### src/rtl/refill_line_buffer_pkg.sv
// Shared types and helpers for the multi-beat refill line buffer.
package refill_line_buffer_pkg;

    typedef enum logic [1:0] {
        FREE  = 2'b00,
        FILL  = 2'b01,
        VALID = 2'b10
    } rfbuf_state_e;

    // Number of beats that make up one cache line.
    function automatic int nbeat(input int line_w, input int beat_w);
        return line_w / beat_w;
    endfunction

    // Beat counter width; a single-beat line still keeps a 1-bit counter.
    function automatic int cnt_width(input int n);
        return (n > 1) ? $clog2(n) : 1;
    endfunction

endpackage

### src/rtl/refill_line_buffer_entry.sv
// One refill buffer entry: FREE/FILL/VALID state, id, beat counter and line data.
module refill_line_entry
    import refill_line_buffer_pkg::*;
#(
    parameter int LINE_W = 256,
    parameter int BEAT_W = 64,
    parameter int SET_W  = 6,
    parameter int WAY_W  = 2,
    parameter int CNT_W  = 2
) (
    input  logic              clk,
    input  logic              rst,
    input  logic              beat_we,
    input  logic              beat_alloc,
    input  logic              beat_last,
    input  logic [BEAT_W-1:0] beat_data,
    input  logic [SET_W-1:0]  beat_set,
    input  logic [WAY_W-1:0]  beat_way,
    input  logic              deq,
    output logic [1:0]        state_o,
    output logic [SET_W-1:0]  set_o,
    output logic [WAY_W-1:0]  way_o,
    output logic [CNT_W-1:0]  cnt_o,
    output logic [LINE_W-1:0] line_o
);

    localparam int NBEAT = nbeat(LINE_W, BEAT_W);

    rfbuf_state_e      state_q, state_d;
    logic [SET_W-1:0]  set_q, set_d;
    logic [WAY_W-1:0]  way_q, way_d;
    logic [CNT_W-1:0]  cnt_q, cnt_d;
    logic [LINE_W-1:0] line_q, line_d;
    logic [CNT_W-1:0]  cnt_eff;
    logic              slot_final;
    int                slot_lo;

    // State register
    always_ff @(posedge clk or posedge rst) begin
        if (rst) begin
            state_q <= FREE;
        end else begin
            state_q <= state_d;
        end
    end

    // Next-state: allocate on first beat, close on last beat, free on dequeue
    always_comb begin
        state_d = state_q;
        unique case (state_q)
            FREE:    if (beat_alloc) state_d = beat_last ? VALID : FILL;
            FILL:    if (beat_we && beat_last) state_d = VALID;
            VALID:   if (deq) state_d = FREE;
            default: state_d = FREE;
        endcase
    end

    // Beat write: an allocating beat restarts the line at slot 0; the counter saturates at the final slot
    always_comb begin
        cnt_eff    = beat_alloc ? '0 : cnt_q;
        slot_final = (cnt_eff == CNT_W'(NBEAT - 1));
        slot_lo    = int'(cnt_eff) * BEAT_W;
        set_d      = set_q;
        way_d      = way_q;
        cnt_d      = cnt_q;
        line_d     = line_q;
        if (beat_alloc) begin
            set_d  = beat_set;
            way_d  = beat_way;
            line_d = '0;
        end
        if (beat_we) begin
            line_d[slot_lo +: BEAT_W] = beat_data;
            cnt_d = slot_final ? cnt_eff : cnt_eff + CNT_W'(1);
        end
    end

    // Datapath registers
    always_ff @(posedge clk or posedge rst) begin
        if (rst) begin
            set_q  <= '0;
            way_q  <= '0;
            cnt_q  <= '0;
            line_q <= '0;
        end else begin
            set_q  <= set_d;
            way_q  <= way_d;
            cnt_q  <= cnt_d;
            line_q <= line_d;
        end
    end

    assign state_o = state_q;
    assign set_o   = set_q;
    assign way_o   = way_q;
    assign cnt_o   = cnt_q;
    assign line_o  = line_q;

endmodule

### src/rtl/refill_line_buffer.sv
// Multi-beat refill line buffer: routes memory-controller beats into entries,
// reports VALID/FILL hits to the LSQ and hands completed lines to rc.
module refill_line_buffer
    import refill_line_buffer_pkg::*;
#(
    parameter int LINE_W = 256,
    parameter int BEAT_W = 64,
    parameter int DEPTH  = 4,
    parameter int SET_W  = 6,
    parameter int WAY_W  = 2,
    localparam int ID_W  = SET_W + WAY_W,
    localparam int OCC_W = $clog2(DEPTH + 1)
) (
    input  logic              clk,
    input  logic              rst,
    input  logic              memctl_refill_valid,
    output logic              memctl_refill_ready,
    input  logic [ID_W-1:0]   memctl_refill_id,
    input  logic              memctl_refill_last,
    input  logic [BEAT_W-1:0] memctl_refill_data,
    input  logic              lsq_deq_confirm,
    input  logic [SET_W-1:0]  lsq_deq_set,
    input  logic [WAY_W-1:0]  lsq_deq_way,
    output logic              d_rc_hit_refill_buf,
    output logic              d_rc_hit_pending,
    input  logic              d_rc_ready,
    output logic [LINE_W-1:0] d_rc_refill_data,
    output logic [OCC_W-1:0]  occupancy,
    output logic              beat_err
);

    localparam int NBEAT = nbeat(LINE_W, BEAT_W);
    localparam int CNT_W = cnt_width(NBEAT);

    logic [DEPTH-1:0][1:0]        st_vec;
    logic [DEPTH-1:0][SET_W-1:0]  set_vec;
    logic [DEPTH-1:0][WAY_W-1:0]  way_vec;
    logic [DEPTH-1:0][CNT_W-1:0]  cnt_vec;
    logic [DEPTH-1:0][LINE_W-1:0] line_vec;

    logic [SET_W-1:0] beat_set;
    logic [WAY_W-1:0] beat_way;
    logic [DEPTH-1:0] fill_match, free_vec, hit_vec, pend_vec;
    logic [DEPTH-1:0] fill_oh, alloc_oh, hit_oh;
    logic [DEPTH-1:0] we_vec, alloc_vec, deq_vec;
    logic             fill_hit, accept, alloc_any, free_any, err_now;
    logic [CNT_W-1:0] cnt_sel;
    logic [OCC_W-1:0] occupancy_q, occupancy_d;
    logic             beat_err_q;

    assign beat_set = memctl_refill_id[SET_W-1:0];
    assign beat_way = memctl_refill_id[ID_W-1:SET_W];

    // Per-entry id match against the incoming beat and the LSQ lookup
    always_comb begin
        for (int i = 0; i < DEPTH; i++) begin
            fill_match[i] = (st_vec[i] == FILL) && (set_vec[i] == beat_set) && (way_vec[i] == beat_way);
            free_vec[i]   = (st_vec[i] == FREE);
            hit_vec[i]    = lsq_deq_confirm && (st_vec[i] == VALID) &&
                            (set_vec[i] == lsq_deq_set) && (way_vec[i] == lsq_deq_way);
            pend_vec[i]   = lsq_deq_confirm && (st_vec[i] == FILL) &&
                            (set_vec[i] == lsq_deq_set) && (way_vec[i] == lsq_deq_way);
        end
    end

    // Lowest-index priority selects and beat routing; a FILL id match beats allocation
    always_comb begin
        fill_oh   = fill_match & (~fill_match + DEPTH'(1));
        alloc_oh  = free_vec & (~free_vec + DEPTH'(1));
        hit_oh    = hit_vec & (~hit_vec + DEPTH'(1));
        fill_hit  = |fill_match;
        memctl_refill_ready = fill_hit | (|free_vec);
        accept    = memctl_refill_valid & memctl_refill_ready;
        alloc_any = accept & ~fill_hit;
        we_vec    = accept ? (fill_hit ? fill_oh : alloc_oh) : '0;
        alloc_vec = alloc_any ? alloc_oh : '0;
        d_rc_hit_refill_buf = |hit_vec;
        d_rc_hit_pending    = |pend_vec;
        free_any  = d_rc_hit_refill_buf & d_rc_ready;
        deq_vec   = free_any ? hit_oh : '0;
    end

    // Counter of the routed entry (0 when allocating) and rc data mux
    always_comb begin
        cnt_sel          = '0;
        d_rc_refill_data = '0;
        for (int i = 0; i < DEPTH; i++) begin
            if (fill_oh[i]) cnt_sel = cnt_sel | cnt_vec[i];
            if (hit_oh[i]) d_rc_refill_data = d_rc_refill_data | line_vec[i];
        end
        err_now = accept & (memctl_refill_last ? (cnt_sel != CNT_W'(NBEAT - 1))
                                               : (cnt_sel == CNT_W'(NBEAT - 1)));
        occupancy_d = occupancy_q + OCC_W'(alloc_any) - OCC_W'(free_any);
    end

    // Occupancy counter and registered error pulse
    always_ff @(posedge clk or posedge rst) begin
        if (rst) begin
            occupancy_q <= '0;
            beat_err_q  <= 1'b0;
        end else begin
            occupancy_q <= occupancy_d;
            beat_err_q  <= err_now;
        end
    end

    assign occupancy = occupancy_q;
    assign beat_err  = beat_err_q;

    for (genvar g = 0; g < DEPTH; g++) begin : g_entry
        refill_line_entry #(
            .LINE_W (LINE_W),
            .BEAT_W (BEAT_W),
            .SET_W  (SET_W),
            .WAY_W  (WAY_W),
            .CNT_W  (CNT_W)
        ) u_entry (
            .clk        (clk),
            .rst        (rst),
            .beat_we    (we_vec[g]),
            .beat_alloc (alloc_vec[g]),
            .beat_last  (memctl_refill_last),
            .beat_data  (memctl_refill_data),
            .beat_set   (beat_set),
            .beat_way   (beat_way),
            .deq        (deq_vec[g]),
            .state_o    (st_vec[g]),
            .set_o      (set_vec[g]),
            .way_o      (way_vec[g]),
            .cnt_o      (cnt_vec[g]),
            .line_o     (line_vec[g])
        );
    end

endmodule

### config.mk
export PLATFORM = sky130hd
export DESIGN_NAME = refill_line_buffer
export DESIGN_NICKNAME = d
export VERILOG_FILES = /design/src/rtl/refill_line_buffer_pkg.sv /design/src/rtl/refill_line_buffer_entry.sv /design/src/rtl/refill_line_buffer.sv
export SDC_FILE = /design/constraint.sdc
export NUM_CORES = 2
export LEC_CHECK = 0
export CORE_AREA = 2 2 272 408
export DETAILED_ROUTE_END_ITERATION = 16
export DIE_AREA = 0 0 274 410
export MAX_ROUTING_LAYER = met4
export PLACE_DENSITY_LB_ADDON = 0.3
export SLEW_MARGIN = 5
export SYNTH_ARGS = -nofsm -noshare
export SYNTH_HDL_FRONTEND = slang
export SYNTH_SLANG_ARGS = --single-unit
export TNS_END_PERCENT = 1
### constraint.sdc
create_clock -name clk -period 43.2 [get_ports clk]
set_input_delay 10.8 -clock clk [delete_from_list [all_inputs] [get_ports clk]]
set_output_delay 10.8 -clock clk [all_outputs]
set_load 0.02 [all_outputs]
==> key figures <==
Setup path
  – CP Class: primary input to output port
  – Reg2Reg Depth: 12
  – Crit Path Max Fanout: 111
  – Reg2reg end: g_entry[0].u_entry.line_o[165]$_DFF_PP0_
  – Crit path DAT: 16.03 ns
  – Reg-to-reg setup timing slack: 37.32 ns
  – Worst setup SP type: primary input
  – R2r startpoint: g_entry[1].u_entry.set_o[0]$_DFFE_PP0P_
  – Crit end category: output port
  – Worst EP required: 32.40 ns

Detailed routing
  – DRT iter0 DRCs: 4877
  – First drt pass iteration count: 6
  – DR top layer: met4
  – Final wirelength: 181000 um
  – Vias: 41.4k
  – Antenna viol nets, final: 0
  – Metal-1 WL: 68900 um
  – WL/cell: 29.5 um
  – DRC: 0
  – Via density: 6.72
  – Metal2 WL: 84600 um
  – Met3 WL post-DR: 16900 um

Pwr
  – Power Density: 52.9 nW/um^2
  – Power share of the sequential group: 42.2%
  – Internal Power: 1.85 mW
  – Clock Power Share: 31.6%
  – Logic pwr share: 26.2%
  – Sw frac: 37.5%
  – Sw Pwr: 1.11 mW
  – Maximum VDD drop: 111 uV
  – Lkg Pwr: 25.0 nW

Clock tree
  – CTS H-Tree Depth: 3
  – Cts hold-fix bufs: 0
  – Clock Tree Buf Depth: 3
  – TritonCTS Buffers: 102
  – Clk slew on worst S/H paths: 0.06 ns
  – Clock latency on the worst-skew pair: 0.74 ns
  – Clock root buffer master: clkbuf_16
  – Clk sink count: 1076
  – Setup Buffers After CTS: 0
  – CTS tree: built
  – # resized after CTS: 0

Floorplan
  – IO Pins: 349
  – Die area: 112000 um^2
  – Die Span Y: 410 um
  – Std cell rows: 149
  – Die width: 274 um
  – Core area: 109000 um^2
  – Starting Density: 44.4%

Timing
  – Max transition margin: 7.29%
  – Fin crit period: 26.83 ns
  – Clk_skew: 0.0501 ns
  – RSZ-0062 raised after global routing: no
  – Fin Setup TNS: 0 ns
  – Actual slew at the worst max-slew pin: 1.38 ns
  – Tcrit/Tclk final: 62.1%
  – Final Setup Violations: 0
  – Slew Viols, Final: 0
  – Hold Fails Final Rpt: 0
  – Max Freq: 0.0373 GHz

GRT
  – Largest net degree at the start of global routing: 194
  – Initial antenna violation count: 3
  – First-pass GRT wire length: 271000 um
  – GRT Total Usage: 32.7%
  – GR Overflow Total: 0
  – Vias in the first global route: 41.1k

Final layout
  – Commonest non-fill, non-tap cell in the layout: dfrtp_1
  – Final cell count without fillers: 6154
  – Final net count: 4743
  – Share of layout cells above drive strength 1: 6.74%
  – Leading cell types in the layout, fill and taps excluded: 1076 x dfrtp_1, 576 x a22o_1, 395 x nor2_1
  – Synth-to-layout area growth: 15.6%

Yosys
  – Netlist Area Pre-Place: 48500 um^2
  – Average cell area after synthesis: 10.5 um^2
  – Warnings from Yosys: 0
  – Share of the yosys chip area belonging to registers: 55.5%
  – Top_reg_cell synth: dfrtp_1
  – Netlist cell types: 55
  – Post-Syn Nets: 4747
  – Ys async rst share: 100%
  – #FFs+latches synth: 1076
  – Post-synth EDFFs: 0
  – Cell count after synthesis: 4638

Min path
  – Hold Path Sink: g_entry[0].u_entry.line_o[145]$_DFF_PP0_
  – Hold path cells: 1
  – Min-Delay Path Class: flop to flop
  – Hold path startpoint: g_entry[0].u_entry.line_o[145]$_DFF_PP0_

Status
  – Status: completed

Placement
  – GP Congestion: 0.913
  – # port buffers: 348
  – # placed instances: 5964
  – Final HPWL DP: 101000 um

Run
  – Maxcap violations: 0
## how the worst max path moves through the flow
| stage | from | end |
|---|---|---|
| floorplan | rst | beat_err$_DFF_PP0_ |
| global placement | lsq_deq_set[1] | d_rc_refill_data[100] |
| detailed placement | lsq_deq_set[1] | d_rc_refill_data[102] |
| CTS | lsq_deq_set[1] | d_rc_refill_data[102] |
| global route | lsq_deq_set[1] | d_rc_refill_data[35] |
| finish | lsq_deq_set[1] | d_rc_refill_data[35] |
## synth_stat cells (7+ instances only)
library cell | instances | area, um^2
nor3_1 | 138 | 691
a221o_1 | 256 | 2560
inv_1 | 20 | 75.1
buf_2 | 8 | 40.0
a22o_1 | 576 | 5040
nand2b_1 | 10 | 62.6
dfrtp_1 | 1076 | 26900
nor2b_1 | 67 | 419
a21oi_1 | 400 | 2000
xnor2_1 | 17 | 149
nand4_1 | 9 | 56.3
nor2_1 | 397 | 1490
buf_1 | 32 | 120
nand2_1 | 368 | 1380
nor4_1 | 13 | 81.3
o21ai_0 | 7 | 35.0
ha_1 | 22 | 275
a22oi_1 | 258 | 1940
clkbuf_1 | 484 | 1820
xor2_1 | 49 | 429
buf_6 | 7 | 78.8
a32o_1 | 65 | 651
nand3_1 | 267 | 1340
buf_4 | 8 | 60.1
mux2_2 | 25 | 282
## flip-flops by register name, indices dropped and copies added (netlist names)
signal / flops
beat_err: 1
g_entry.u_entry.set_o: 24
g_entry.u_entry.state_o: 8
occupancy: 3
g_entry.u_entry.cnt_o: 8
g_entry.u_entry.way_o: 8
g_entry.u_entry.line_o: 1024
## metrics by stage
stage	util (%)	total power, mW	instance area [um^2]	worst slack, ns	hold slack [ns]
2_1_floorplan	-	1.69	48500	2.11	0.466
3_3_place_gp	48.2	2.00	52600	16.53	0.473
3_5_place_dp	48.2	2.01	52600	16.45	0.481
4_1_cts	51.3	2.95	56100	16.45	0.495
5_1_grt	51.3	3.05	56100	16.07	0.498
6_report	51.3	2.96	56100	16.37	0.494
## power by group through the flow
stage / Combinational (mW) / Clock (mW) / Sequential [mW]
2_1_floorplan: 0.458 / 0 / 1.24
3_3_place_gp: 0.736 / 0 / 1.26
3_5_place_dp: 0.747 / 0 / 1.27
4_1_cts: 0.750 / 0.948 / 1.25
5_1_grt: 0.798 / 0.984 / 1.26
6_report: 0.776 / 0.937 / 1.25
## kinds of logic (layout without fill, tap and decap cells)
kind of cell	after synthesis	in the layout	synth area share (%)
simple gates	1303	1303	11.9
other cells	0	3	0
xor+xnor	66	66	1.19
fa+ha+maj	23	23	0.609
buf+inv	560	639	4.52
compound gates	1581	1581	25.6
flops	1076	1076	55.5
mux	29	29	0.663
## worst max-delay path, cell delays in order
cell	delay [ns]
clkdlybuf4s50_1	0.54
xor2_1	0.21
nor4_1	0.30
nand2_1	0.17
nor4bb_4	0.27
buf_4	0.79
buf_4	0.91
buf_4	0.91
nor2_1	0.14
a221o_1	0.30
clkdlybuf4s50_1	0.54
## final cells by class
cell class	instances	area (um^2)
fill	9823	53200
sequential	1076	26900
multi-input combinational	3002	19700
timing repair buffer	431	4160
clock buffer	144	2880
tap	1434	1790
clock inverter	43	541
inverter	21	88.8
antenna	3	7.51
## routing by layer
layer	vias up	global-route usage, %
met5	-	-
met4	0	18.1
met3	586	6.24
met2	2577	49.6
met1	21000	41.3
li1	17200	-
Power figures use the tool's default switching activity.
